$ cat config.mk
export PLATFORM = sky130hd
export DESIGN_NAME = fn1_sdiv_seq_31s_15s
export DESIGN_NICKNAME = d
export VERILOG_FILES = /design/src/rtl/fn1_div_pkg.sv /design/src/rtl/fn1_sdiv_step.sv /design/src/rtl/fn1_sdiv_seq_31s_15s.sv
export SDC_FILE = /design/constraint.sdc
export NUM_CORES = 1
export LEC_CHECK = 0
export BUFFER_PORTS_ARGS = -buffer_cell sky130_fd_sc_hd__clkbuf_2
export CAP_MARGIN = 10
export CORE_ASPECT_RATIO = 0.5
export CORE_MARGIN = 3
export CORE_UTILIZATION = 44
export DETAILED_ROUTE_END_ITERATION = 16
export PLACE_DENSITY = 0.61
export SYNTH_ARGS = -nofsm -noshare
export SYNTH_HDL_FRONTEND = slang
export SYNTH_HIERARCHICAL = 1
export SYNTH_SLANG_ARGS = --single-unit
$ cat constraint.sdc
create_clock -name clk -period 5.25 [get_ports clk]
set_clock_uncertainty 0.2 [all_clocks]
set_input_delay 1.05 -clock clk [delete_from_list [all_inputs] [get_ports clk]]
set_output_delay 1.05 -clock clk [all_outputs]
set_load 0.02 [all_outputs]
$ cat src/rtl/fn1_div_pkg.sv
// Shared types and helpers for the fn1 sequential signed divider.
package fn1_div_pkg;

  localparam int DIN0_W = 31;
  localparam int DIN1_W = 15;
  localparam int NEG_W  = 32;

  typedef enum logic [1:0] {
    IDLE = 2'd0,
    LOAD = 2'd1,
    CALC = 2'd2,
    FIX  = 2'd3
  } div_state_e;

  // Two's-complement negate when neg is set; callers zero-extend in and truncate out.
  function automatic logic [NEG_W-1:0] cond_neg(input logic [NEG_W-1:0] v, input logic neg);
    if (neg) begin
      return ~v + NEG_W'(1);
    end else begin
      return v;
    end
  endfunction

endpackage

$ cat src/rtl/fn1_sdiv_step.sv
// One radix-2 restoring division step: shift in a dividend bit, trial-subtract, restore.
module fn1_sdiv_step #(
  parameter int W = 15
) (
  input  logic [W:0]   prem_i,
  input  logic         bit_i,
  input  logic [W-1:0] div_i,
  output logic [W:0]   prem_o,
  output logic         q_o
);

  logic [W+1:0] shifted;
  logic [W:0]   diff;

  // Partial remainder stays below the divisor, so the shifted value fits in W+1 bits.
  always_comb begin
    shifted = {prem_i, bit_i};
    q_o     = (shifted >= {2'b00, div_i});
    diff    = shifted[W:0] - {1'b0, div_i};
    if (q_o) begin
      prem_o = diff;
    end else begin
      prem_o = shifted[W:0];
    end
  end

endmodule

$ cat src/rtl/fn1_sdiv_seq_31s_15s.sv
// Iterative signed divider (31s / 15s) with C truncating semantics and a
// start/done handshake; all state is ce-gated.
module fn1_sdiv_seq_31s_15s
  import fn1_div_pkg::*;
#(
  parameter int ID         = 1,
  parameter int din0_WIDTH = DIN0_W,
  parameter int din1_WIDTH = DIN1_W
) (
  input  logic                  clk,
  input  logic                  reset,
  input  logic                  ce,
  input  logic                  start,
  input  logic [din0_WIDTH-1:0] din0,
  input  logic [din1_WIDTH-1:0] din1,
  output logic                  busy,
  output logic                  done,
  output logic [din0_WIDTH-1:0] quo,
  output logic [din1_WIDTH-1:0] rem,
  output logic                  dbz
);

  localparam int W0    = din0_WIDTH;
  localparam int W1    = din1_WIDTH;
  localparam int CNT_W = $clog2(W0);
  localparam logic [CNT_W-1:0] CNT_LAST = CNT_W'(W0 - 1);

  // ID is an instance tag only.
  if (ID < 0) begin : g_id_tag
  end

  div_state_e       state_q, state_d;
  logic [W0-1:0]    opa_q, opa_d;
  logic [W1-1:0]    opb_q, opb_d;
  logic [W0-1:0]    dvd_q, dvd_d;
  logic [W1-1:0]    div_q, div_d;
  logic [W1:0]      prem_q, prem_d;
  logic [CNT_W-1:0] cnt_q, cnt_d;
  logic             sign_a_q, sign_a_d;
  logic             sign_b_q, sign_b_d;
  logic             busy_q, busy_d;
  logic             done_q, done_d;
  logic             dbz_q, dbz_d;
  logic [W0-1:0]    quo_q, quo_d;
  logic [W1-1:0]    rem_q, rem_d;

  logic [W1:0]      step_prem;
  logic             step_q;
  logic [W0-1:0]    q_full;

  fn1_sdiv_step #(.W(W1)) u_step (
    .prem_i (prem_q),
    .bit_i  (dvd_q[W0-1]),
    .div_i  (div_q),
    .prem_o (step_prem),
    .q_o    (step_q)
  );

  // Next-state logic: FSM, iteration datapath, sign fix-up and result registers.
  always_comb begin
    state_d  = state_q;
    opa_d    = opa_q;
    opb_d    = opb_q;
    dvd_d    = dvd_q;
    div_d    = div_q;
    prem_d   = prem_q;
    cnt_d    = cnt_q;
    sign_a_d = sign_a_q;
    sign_b_d = sign_b_q;
    busy_d   = busy_q;
    done_d   = done_q;
    dbz_d    = dbz_q;
    quo_d    = quo_q;
    rem_d    = rem_q;
    q_full   = {dvd_q[W0-2:0], step_q};

    if (ce) begin
      case (state_q)
        IDLE: begin
          if (start) begin
            state_d = LOAD;
            opa_d   = din0;
            opb_d   = din1;
            busy_d  = 1'b1;
          end else begin
            state_d = IDLE;
          end
        end
        LOAD: begin
          sign_a_d = opa_q[W0-1];
          sign_b_d = opb_q[W1-1];
          dvd_d    = W0'(cond_neg(NEG_W'(opa_q), opa_q[W0-1]));
          div_d    = W1'(cond_neg(NEG_W'(opb_q), opb_q[W1-1]));
          prem_d   = '0;
          cnt_d    = '0;
          if (opb_q == '0) begin
            // Divide by zero skips CALC and reports straight from FIX.
            state_d = FIX;
            busy_d  = 1'b0;
            done_d  = 1'b1;
            dbz_d   = 1'b1;
            quo_d   = '1;
            rem_d   = opa_q[W1-1:0];
          end else begin
            state_d = CALC;
          end
        end
        CALC: begin
          dvd_d  = q_full;
          prem_d = step_prem;
          cnt_d  = cnt_q + CNT_W'(1);
          if (cnt_q == CNT_LAST) begin
            state_d = FIX;
            busy_d  = 1'b0;
            done_d  = 1'b1;
            dbz_d   = 1'b0;
            quo_d   = W0'(cond_neg(NEG_W'(q_full), sign_a_q ^ sign_b_q));
            rem_d   = W1'(cond_neg(NEG_W'(step_prem[W1-1:0]), sign_a_q));
          end else begin
            state_d = CALC;
          end
        end
        FIX: begin
          state_d = IDLE;
          done_d  = 1'b0;
        end
        default: begin
          state_d = IDLE;
          busy_d  = 1'b0;
          done_d  = 1'b0;
        end
      endcase
    end else begin
      state_d = state_q;
    end
  end

  // State and output registers with synchronous reset.
  always_ff @(posedge clk) begin
    if (reset) begin
      state_q  <= IDLE;
      opa_q    <= '0;
      opb_q    <= '0;
      dvd_q    <= '0;
      div_q    <= '0;
      prem_q   <= '0;
      cnt_q    <= '0;
      sign_a_q <= 1'b0;
      sign_b_q <= 1'b0;
      busy_q   <= 1'b0;
      done_q   <= 1'b0;
      dbz_q    <= 1'b0;
      quo_q    <= '0;
      rem_q    <= '0;
    end else begin
      state_q  <= state_d;
      opa_q    <= opa_d;
      opb_q    <= opb_d;
      dvd_q    <= dvd_d;
      div_q    <= div_d;
      prem_q   <= prem_d;
      cnt_q    <= cnt_d;
      sign_a_q <= sign_a_d;
      sign_b_q <= sign_b_d;
      busy_q   <= busy_d;
      done_q   <= done_d;
      dbz_q    <= dbz_d;
      quo_q    <= quo_d;
      rem_q    <= rem_d;
    end
  end

  assign busy = busy_q;
  assign done = done_q;
  assign dbz  = dbz_q;
  assign quo  = quo_q;
  assign rem  = rem_q;

endmodule

Yosys cells after proc, flatten, opt, wreduce, memory -nomap -nowiden
Cells that the tools add are included.
Word-level totals
  flip-flop bits (word level): 166
  input port bits: 50
  output and inout port bits: 49
  logic and storage cells: 70
Cells by class
  $add $sub $neg: 6
  $lt $le $gt $ge: 1
  equality and inequality tests: 7
  muxes and demuxes: 26
  bitwise logic cells: 5
  reductions and logical operators: 11
Operators by type and width (count)
  $mux W31: 4
  $pmux W31 S2: 2
  $add A31 B1 Y31 const B: 2
  $not A31 Y31: 2
  $mux W15: 4
  $pmux W16 S2: 1
  $add A15 B1 Y15 const B: 2
  $not A15 Y15: 2
  $pmux W15 S2: 1
  $ge A17 B15 Y1: 1
  $mux W16: 1
  $sub A16 B15 Y16: 1
  $logic_not A15 Y1: 1
  $pmux W5 S2: 1
  $mux W1: 8
  $pmux W2 S4: 1
  $reduce_and A4 Y1: 2
  $ne A2 B2 Y1 const B: 3
  $pmux W1 S3: 2
  $reduce_bool A3 Y1: 2
  $add A5 B1 Y5 const B: 1
  $eq A5 B5 Y1 const B: 1
  $reduce_and A5 Y1: 1
  $eq A2 B2 Y1 const B: 2
  other kinds (7): 8

Depth between registers and ports, before layout
Gate-level depths: netlist of the first run.
  depth after elaboration: 7
  gate-level depth with buffers: 19
  gate-level depth less buffers: 16

Modules after synthesis
The synthesis of the first run kept the hierarchy.
Modules (own cells, without submodules)
  fn1_sdiv_seq_31s_15s: times used 1, cells each 1041, area each 8240.4 µm², sequential area each 3323.2 µm²
  fn1_sdiv_step: times used 1, cells each 158, area each 1241.2 µm², sequential area each 0.0 µm²

Worst setup path before layout of the first run
Ideal clock, no wire load.
  path type: register -> register
  start point: register div_q[8]
  end point: register quo_q[28] (netlist: quo[28])
  library setup time: 86 ps
  arrival time: 3630 ps
  required time: 4964 ps
  path slack: 1335 ps
  stages on the path, launching flop included: 19
  buffers on the path: 3
  period minus slack after synthesis: 3915 ps
  path through: dfxtp_1 > inv_1 > ha_1 > buf_6 > and2_4 > buf_6 > nand4_4 > a21oi_4 > o311ai_4 > nand3_4 > buf_6 > inv_1 > ha_1 > or4b_2 > nor3_1 > nand2_1 > o41ai_1 > xor2_1 > a211oi_1
On the way
  word-level cells in the longest chain between the ends: 6
Ends and longest elaborated chain
  start, declared: line fn1_sdiv_seq_31s_15s.sv:36  | logic [W1-1:0] div_q, div_d;
  start signal, assigned: line fn1_sdiv_seq_31s_15s.sv:160  | div_q <= div_d;
  $ge A17 B15 Y1: line fn1_sdiv_step.sv:18  | q_o = (shifted >= {2'b00, div_i});
  net step_q: line fn1_sdiv_seq_31s_15s.sv:48  | logic step_q;
  $not A31 Y31: line fn1_div_pkg.sv:18  | return ~v + NEG_W'(1);
  $add A31 B1 Y31: line fn1_div_pkg.sv:18
  $mux W31: line fn1_div_pkg.sv:17  | if (neg) begin
  $mux W31: line fn1_sdiv_seq_31s_15s.sv:112  | if (cnt_q == CNT_LAST) begin
  $pmux W31 S2: line fn1_sdiv_seq_31s_15s.sv:78  | case (state_q)
  end signal, assigned: line fn1_sdiv_seq_31s_15s.sv:168  | quo_q <= quo_d;
  end, declared: line fn1_sdiv_seq_31s_15s.sv:44  | logic [W0-1:0] quo_q, quo_d;
The timed path passes the listed nets, and every way through them passes these cells. The select of a mux whose other input is x is not followed.
A chain may end at the register's enable or synchronous reset.

Final worst setup path of the first run
Same ends and word-level chain as after synthesis.

==> results.txt, run 1 <==
* Status: finished clean
- M1 GR Usage: 0.283
- The share of the Yosys chip area taken by registers is 0.350.
- Maximum clock insertion buffer count: 2
- At the worst endpoint, the arrival time is 4550 ps.
- DRT Pass-1 Iters: 5
- The first global-routing pass estimated just under 40 mm of wire.
- For this block, the via count after detailed routing is 8,611.
* Cell area after placement: 10,000 um2
- Timing-limited maximum frequency: roughly 230 MHz
- Met3 Track Usage GR: 0.0442
- Setup repair after global routing left no endpoint under its margin.
* CTS Root Cell: sky130_fd_sc_hd__clkbuf_16
- The number of max-slew violations in the final report was 0.
- In this run the count of I/O pins placed on the die edge is between 90 and 100.
- Die X-Extent: 214 um
* GR Util met2: 0.353
* Relative area change from synthesis to final layout: 12.1%
- Cells on worst reg2reg path: 14
* Reg-to-Reg Start: div_q[8]
* Starting density of the core: 0.455
- The most critical setup path has its endpoint at quo[28].
* Initial antenna violation count: 0
- For this run, the leading register cell type out of synthesis is sky130_fd_sc_hd__dfxtp_1.
- Most Crowded Layer GR: met2
* Average vias per placed instance: 5.63
- Post-synth EDFFs: 0
- In the routed design, unresolved DRC markers number 0.
* Antenna diode count: 0
- Post-Syn Area: roughly 9500 um2
- By startpoint and endpoint, the worst setup path is classified as reg2reg.
* Die Y: approximately 110 um
* Static Leakage: 4.00 nW
- Of all nets on the critical path, the largest fanout is 18.
- In the final routed layout, each cell accounts on average for about 16 um.
* Worst Setup Start Kind: flop
* Worst setup EP type: flop
* Post-cts resize count: 0
- Gr ovfl total: 0
- The setup check on the worst reg-to-reg path leaves a slack of 840 ps.
- Number of buffers created by CTS: 17
- After clock tree synthesis, the clock-pin slew on the worst setup and hold paths is 60 ps.
- Of the available clock period, the critical path in the final layout requires 0.839.
* Count of routing violations after the opening detailed-route iteration: roughly 720
- Cell variety after synth: 73
* Number of cell rows: 37
- Estimated wirelength of the detail-placed design: between 15 and 20 mm
- Pwr Density: around 330 nW/um2
- Post-layout worst setup margin: about 840 ps
* Min-Delay Path Class: reg2reg
- The H-tree was split into 4 levels.
- Final Cell Area: 10,600 um2
- Final wirelength: 25.1 mm
* Hold Vio Cnt, Final: 0
- Post-Syn Area per Cell: slightly below 8 um2
- Final critical-path required period: 4410 ps
* Fraction of layout cells with a size suffix above 1: 0.135
* Min Hold Slack: 255 ps
- Setup violations remaining at the end of the flow were counted as 0.
* Pin count of the biggest net entering global routing: between 100 and 150
* Synthesis-stage register bit count: 166
- Of all flip-flops after synthesis, the portion carrying an async set or reset was 0.
- The floorplan step defined a core boundary enclosing 20,800 um2.
- Area of the die: 23,500 um2
- Required @ worst endpoint: 5400 ps
- Transition time at the pin with the least slew margin: 1110 ps
- Vias in the first global route: 7,684
* Antenna Nets Post-Route: 0
- The Yosys step of the flow raised 6 warnings.
* Placement-stage worst setup slack: 906 ps
* IR drop worst, VDD: ~210 uV
- Across the run, the number of max-cap violations was 0.
- Total Negative Setup Slacks: 0 ps
- Count of mapped cells out of synthesis: roughly 1,200
* Share of the core filled with cells in the final layout: 0.510
- Count of port buffers added during placement: slightly below 100
* Gp weighted congestion: 0.899
* FF-to-FF End: quo[28]
* Total number of clock tree sinks: around 170
* Max-Slew Margin vs Limit: 0.263
- NumNets Final: 1,322
- For this run, the total global-route usage over all layers was measured as 0.213.
- Net count of the mapped netlist: 1,278
* Number of buffers inserted by hold repair at cts: 0
- Start point of the critical path: div_q[8]
* Post-CTS setup repair buffer count: 0
- Fillers: 2,033
- TritonCTS built the clock tree.
* Later-pin clock latency in the skew report: around 440 ps
layout by cell type (no fill, tap or decap), types with 6 or more instances in the layout:
master,count
sky130_fd_sc_hd__nand4_1,6
sky130_fd_sc_hd__mux2i_1,9
sky130_fd_sc_hd__nand3_1,23
sky130_fd_sc_hd__inv_1,38
sky130_fd_sc_hd__dfxtp_1,166
sky130_fd_sc_hd__o22ai_1,10
sky130_fd_sc_hd__mux2_2,6
sky130_fd_sc_hd__ha_1,27
sky130_fd_sc_hd__or3_1,16
sky130_fd_sc_hd__xnor2_1,43
sky130_fd_sc_hd__o31ai_1,22
sky130_fd_sc_hd__clkbuf_16,17
sky130_fd_sc_hd__o21ai_0,37
sky130_fd_sc_hd__nor3_1,16
sky130_fd_sc_hd__a21oi_1,134
sky130_fd_sc_hd__clkbuf_2,97
sky130_fd_sc_hd__nand2_1,207
sky130_fd_sc_hd__and3_1,9
sky130_fd_sc_hd__nor2_1,92
sky130_fd_sc_hd__or4_1,11
sky130_fd_sc_hd__o21a_1,9
sky130_fd_sc_hd__buf_4,11
sky130_fd_sc_hd__a311oi_1,8
sky130_fd_sc_hd__o41ai_1,17
sky130_fd_sc_hd__o21ai_1,8
sky130_fd_sc_hd__nand2b_1,13
sky130_fd_sc_hd__o211ai_1,23
sky130_fd_sc_hd__a211oi_1,31
sky130_fd_sc_hd__mux2_4,6
sky130_fd_sc_hd__xor2_1,50
state kept, by name (all words and copies together), names as in the netlist, 2 cells and up:
| signal | count |
|---|---|
| opb_q | 15 |
| cnt_q | 5 |
| state_q | 2 |
| opa_q | 31 |
| rem | 15 |
| div_q | 15 |
| prem_q | 16 |
| quo | 31 |
| dvd_q | 31 |
worst max-delay path, stage by stage, from the launching register on:
cell                       delay [ps]
sky130_fd_sc_hd__dfxtp_1          330
sky130_fd_sc_hd__inv_1             50
sky130_fd_sc_hd__ha_1             380
sky130_fd_sc_hd__a21oi_4          320
sky130_fd_sc_hd__o211ai_4         160
sky130_fd_sc_hd__o311ai_4         380
sky130_fd_sc_hd__nand3_4          320
sky130_fd_sc_hd__inv_1            210
sky130_fd_sc_hd__ha_1             290
sky130_fd_sc_hd__or4b_2           600
sky130_fd_sc_hd__nor3_1           300
sky130_fd_sc_hd__nand2_1          100
sky130_fd_sc_hd__o41ai_1          310
sky130_fd_sc_hd__xor2_1           110
sky130_fd_sc_hd__a211oi_1         240
stage by stage:
step           cells  power, mW
2_1_floorplan   1199       2.06
3_3_place_gp    1497       2.25
3_5_place_dp    1497       2.26
4_1_cts         1529       3.52
5_1_grt         1529       3.67
6_report        1529       3.50
worst min-delay path by stage:
| stage | from | to | slack (ps) | cells past startpoint |
|---|---|---|---|---|
| 6_report | rem[4] | rem[4] | 250 | 2 |
| 5_1_grt | rem[4] | rem[4] | 270 | 2 |
| 4_1_cts | rem[4] | rem[4] | 260 | 2 |
| 3_5_place_dp | rem[4] | rem[4] | 250 | 2 |
| 3_3_place_gp | quo[6] | quo[6] | 250 | 2 |
| 2_1_floorplan | div_q[14] | div_q[14] | 230 | 2 |
area by class of cell:
| class | count | area, um2 | area share |
|---|---|---|---|
| Sequential cell | 166 | 3320 | 0.313 |
| Clock buffer | 25 | 485 | 0.0457 |
| Inverter | 38 | 143 | 0.0134 |
| Timing Repair Buffer | 109 | 588 | 0.0553 |
| Tap cell | 273 | 342 | 0.0321 |
| Clock inverter | 7 | 95.1 | 0.00895 |
| Multi-Input combinational cell | 911 | 5650 | 0.532 |
report_power, final:
group / switching (mW) / total, mW / internal, mW
clock network: 0.518 / 1.26 / 0.739
registers: 0.0665 / 1.39 / 1.32
logic: 0.520 / 0.851 / 0.331
total: 1.10 / 3.50 / 2.39
layer usage:
metal	part of all wire	vias up
met2	0.48	167
met4	0.012	0
li1	-	4320
met1	0.47	4105
met5	0	-
met3	0.046	19
logic make-up (layout without fill, tap and decap cells):
| kind of cell | Yosys count | count (layout) | synth area share |
|---|---|---|---|
| mux | 21 | 21 | 0.0261 |
| buf+inv | 122 | 179 | 0.0546 |
| compound gates | 336 | 336 | 0.232 |
| flops | 166 | 166 | 0.350 |
| xor+xnor | 93 | 93 | 0.0859 |
| fa+ha+maj | 29 | 29 | 0.0391 |
| simple gates | 432 | 432 | 0.212 |
cells in the mapped netlist, drive strengths merged, types with 2 or more instances:
cell	number	area [um2]
or4b	4	40.0
o2111a	2	22.5
o41ai	18	176
xnor2	43	377
o21ai	45	225
o2111ai	2	17.5
a21oi	136	703
clkbuf	66	253
nand4	7	58.8
nor3b	2	15.0
nor3	16	80.1
or2	3	18.8
a221oi	2	17.5
o211ai	25	206
nand3	24	133
a21boi	4	30.0
a31oi	4	25.0
and2b	3	23.8
and3	9	56.3
o22ai	10	62.6
or3	16	100
nor2	92	345
xor2	50	438
or4	14	116
ha	28	350
mux2	12	158
nor2b	5	31.3
nand2b	13	81.3
a311oi	9	85.1
nand2	207	777
inv	38	143
and2	4	27.5
a32o	2	20.0
o31ai	22	165
o21a	9	67.6
mux2i	9	90.1
nor4	6	43.8
buf	18	123
a211oi	31	233
nand3b	5	37.5
a21o	5	37.5
o311ai	3	43.8
dfxtp	166	3320
No activity file was read; power rests on OpenSTA's default activity.
==> run 2, diff against run 1 <==
PLACE_DENSITY = 0.63   (was 0.61)
clock period = 3.8 ns   (was 5.25 ns; I/O delays follow)
==> run 2 against run 1 <==
The flow now finishes with violations (setup timing). Routed wire length up 8.0%. First-iteration DRC count up 0.14%. Fmax rose by 15%. Count of clock-buffer cells in the layout is 5 lower. Final area up 8.9%. Register-to-register slack worse by 870 ps. Combinational power grew 86%. Power increased by 56%. Global-route usage up 1.4 points. Critical path type unchanged. Critical endpoint is now rem[13].
==> results.txt, run 2 (synthesis gave the netlist of run 1 again) <==
- Status: finished, violations left (was finished clean).
- The final reports fail on setup timing.
- Clock transition at the register clock pins on the worst setup and hold paths after CTS: 70 ps (was 60 ps)
- The number of max-slew violations in the final report is 0 (unchanged).
- Worst Setup Start Kind: flop (unchanged)
- CTS Root Cell: sky130_fd_sc_hd__clkbuf_16 (unchanged)
- Startpoint-to-endpoint class of the critical path: reg2reg (unchanged)
- Number of buffers created by CTS: 17 (unchanged)
- Max-Slew Margin vs Limit: 0.258 (was 0.263)
- The maximum buffer depth of the clock tree came to 2 (unchanged).
- The initial antenna violation count was 0 (unchanged).
* Number of DRC violations after detailed routing: 0 (unchanged)
- Estimated wirelength of the detail-placed design: 19.3 mm (was 17.9 mm)
* Via count: 9,052 (was 8,611)
* Post-Layout Cell Count: 1,600 (was 1,529)
- The port buffer count is 98 (unchanged).
- The clock net sink count is 166 (unchanged).
- The first-pass GRT wire length was 42.7 mm (was 39.7 mm).
- Cell area after placement: 10,600 um2 (was 10,000 um2)
- The final instance area is 11,600 um2 (was 10,600 um2).
- The sort of element at the end of the critical path was a flop (unchanged).
- Cell count after placement: 1,559 (was 1,497)
* NumNets Final: 1,393 (was 1,322)
- The final critical path time including I/O delays and setup is 3820 ps (was 4410 ps).
- The hold violation count in the final report came to 0 (unchanged).
- Min-Delay Path Class: reg2reg (unchanged)
* Fraction of layout cells with a size suffix above 1: 0.212 (was 0.135)
* Leading cell type in the layout, fill and taps excluded: sky130_fd_sc_hd__nand2_1 (unchanged)
- Gp weighted congestion: 0.887 (was 0.899)
- Peak fanout along the critical path: 5 (was 18)
- Count of routing violations after the opening detailed-route iteration: 717 (was 716)
- Core region area: 20,800 um2 (unchanged)
- Average detailed-routed wire length per instance: 16.9 um (was 16.4 um)
- Arrival time worst endpoint: 3950 ps (was 4550 ps)
- Required @ worst endpoint: 3920 ps (was 5400 ps)
* Later-pin clock latency in the skew report: 450 ps (was 440 ps)
- The worst ir drop on vdd is 291 uV (was 213 uV).
- Cell chain of the critical path: ha_4, and2b_1, o211ai_2, a21oi_4, o311ai_4, nand3_4, buf_12, mux2_2, or4_4, o41ai_4, xor2_1, nand2_1, o211ai_1, a21oi_1 (was inv_1, ha_1, a21oi_4, o211ai_4, o311ai_4, nand3_4, inv_1, ha_1, or4b_2, nor3_1, nand2_1, o41ai_1, xor2_1, a211oi_1).
* Pin count of the biggest net entering global routing: 52 (was 104)
* Cell with the largest stage delay on the worst path: sky130_fd_sc_hd__or4_4 (was sky130_fd_sc_hd__or4b_2)
- The global-route congestion overflow total is 0 (unchanged).
- The reported max-cap violation count is 0 (unchanged).
- Total Negative Setup Slacks: -35.5 ps (was 0 ps)
- Leading cell types in the layout, fill and taps excluded: 205 x sky130_fd_sc_hd__nand2_1, 164 x sky130_fd_sc_hd__dfxtp_1, 130 x sky130_fd_sc_hd__a21oi_1, 97 x sky130_fd_sc_hd__clkbuf_2, 91 x sky130_fd_sc_hd__nor2_1 (was 207 x sky130_fd_sc_hd__nand2_1, 166 x sky130_fd_sc_hd__dfxtp_1, 134 x sky130_fd_sc_hd__a21oi_1, 97 x sky130_fd_sc_hd__clkbuf_2, 92 x sky130_fd_sc_hd__nor2_1).
- The effective utilization at floorplan is 0.455 (unchanged).
- Average vias per placed instance: 5.66 (was 5.63)
- The power density over cell area came to 472 nW/um2 (was 329 nW/um2).
* Static Leakage: 4.45 nW (was 4.00 nW)
* Number of cell rows: 37 (unchanged)
* Timing-limited maximum frequency: 261 MHz (was 227 MHz)
- The final routed wirelength across all metal layers came to 27.1 mm (was 25.1 mm).
* Die Y: 110 um (unchanged)
* Transition time at the pin with the least slew margin: 1110 ps (about the same)
- The area of the die came to 23,500 um2 (unchanged).
- Die X-Extent: 214 um (unchanged)
* Period Utilization, post-route: 1.01 (was 0.839)
- The H-tree depth reported by CTS is 4 (unchanged).
* Boundary Pins: 99 (unchanged)
- Peak per-stage delay on the critical path: 570 ps (was 600 ps)
* Relative area change from synthesis to final layout: 22.1% (was 12.1%)
- The total routing usage reported by global routing is 0.227 (was 0.213).
- The count of nets left with antenna violations after detail routing is 0 (unchanged).
- Setup repair after global routing missed its margin: true (was false)
* Post-layout worst setup margin: -24.5 ps (was 844 ps)
- The setup-violating endpoint count in the final report is 2 (was 0).
- DRT Pass-1 Iters: 6 (was 5)
* Vias in the first global route: 8,332 (was 7,684)
- The TritonCTS clock tree is yes (unchanged).
run 2: changes by cell type in the layout (fill, tap and decap cells not counted), moves of 3 or more:
cell and change:
sky130_fd_sc_hd__ha_4 +6, sky130_fd_sc_hd__buf_4 +65, sky130_fd_sc_hd__or4_4 +3, sky130_fd_sc_hd__a21oi_2 +4, sky130_fd_sc_hd__o41ai_4 +4, sky130_fd_sc_hd__ha_1 -7
sky130_fd_sc_hd__o41ai_1 -7, sky130_fd_sc_hd__inv_1 -3, sky130_fd_sc_hd__bufinv_16 +3, sky130_fd_sc_hd__clkbuf_1 -4, sky130_fd_sc_hd__or4_1 -3, sky130_fd_sc_hd__o41ai_2 +3
sky130_fd_sc_hd__a21oi_1 -4, sky130_fd_sc_hd__buf_12 +3
run 2: per-layer routing:
layer	global-route usage	up-vias	wire [um]
met1	0.292	4379	12400
met4	0.0683	0	451
met5	0	-	0
met2	0.392	169	13100
met3	0.0413	32	1130
li1	-	4472	-
run 2: worst paths after layout:
path / from / slack, ps / to / cells after the start
min reg2reg: quo[6] / 260 / quo[6] / 2
max reg2reg: prem_q[0] / -20 / rem[13] / 14
min: quo[6] / 260 / quo[6] / 2
max: prem_q[0] / -20 / rem[13] / 14
run 2: critical path: cells and delay by family (launching register included):
family	cells	cell delay, ps
AOI/OAI and AO/OA	6	1180
xor gates and xnor gates	1	230
adders and majority gates	1	240
buffers and inverters	1	190
DFF	1	340
muxes	1	280
and+or+nand+nor	4	1030
run 2: cell type report:
type                            count  area, um2
Fill cell                        1907       9250
Timing Repair Buffer              180       1190
Inverter                           38        155
Multi-Input combinational cell    911       5920
Clock inverter                     11        195
Clock buffer                       20        457
Antenna cell                        1       2.50
Tap cell                          273        342
Sequential cell                   166       3330
run 2: stage by stage:
stage	setup slack (ps)	total power, mW	hold slack, ps	utilization
after CTS	-29.0	5.39	259	0.547
after floorplan	-64.5	2.87	232	-
after global placement	-199	3.30	243	0.508
final	-24.5	5.47	258	0.556
after detailed placement	-253	3.32	248	0.508
after global routing	-152	5.68	285	0.556
run 2: power breakdown:
| group | switching (mW) | total (mW) | internal, mW |
|---|---|---|---|
| logic | 0.887 | 1.58 | 0.694 |
| clock network | 0.766 | 1.97 | 1.20 |
| registers | 0.0894 | 1.91 | 1.83 |
| total | 1.74 | 5.47 | 3.72 |
run 2: timing repair:
item / 4_1_cts / 5_1_grt
setup buffers: 4 / 4
gates cloned: 1 / 0
hold buffers: 0 / 0
setup endpoints to repair: 14 / 18
resized for setup: 23 / 26
pin swaps: 11 / 14
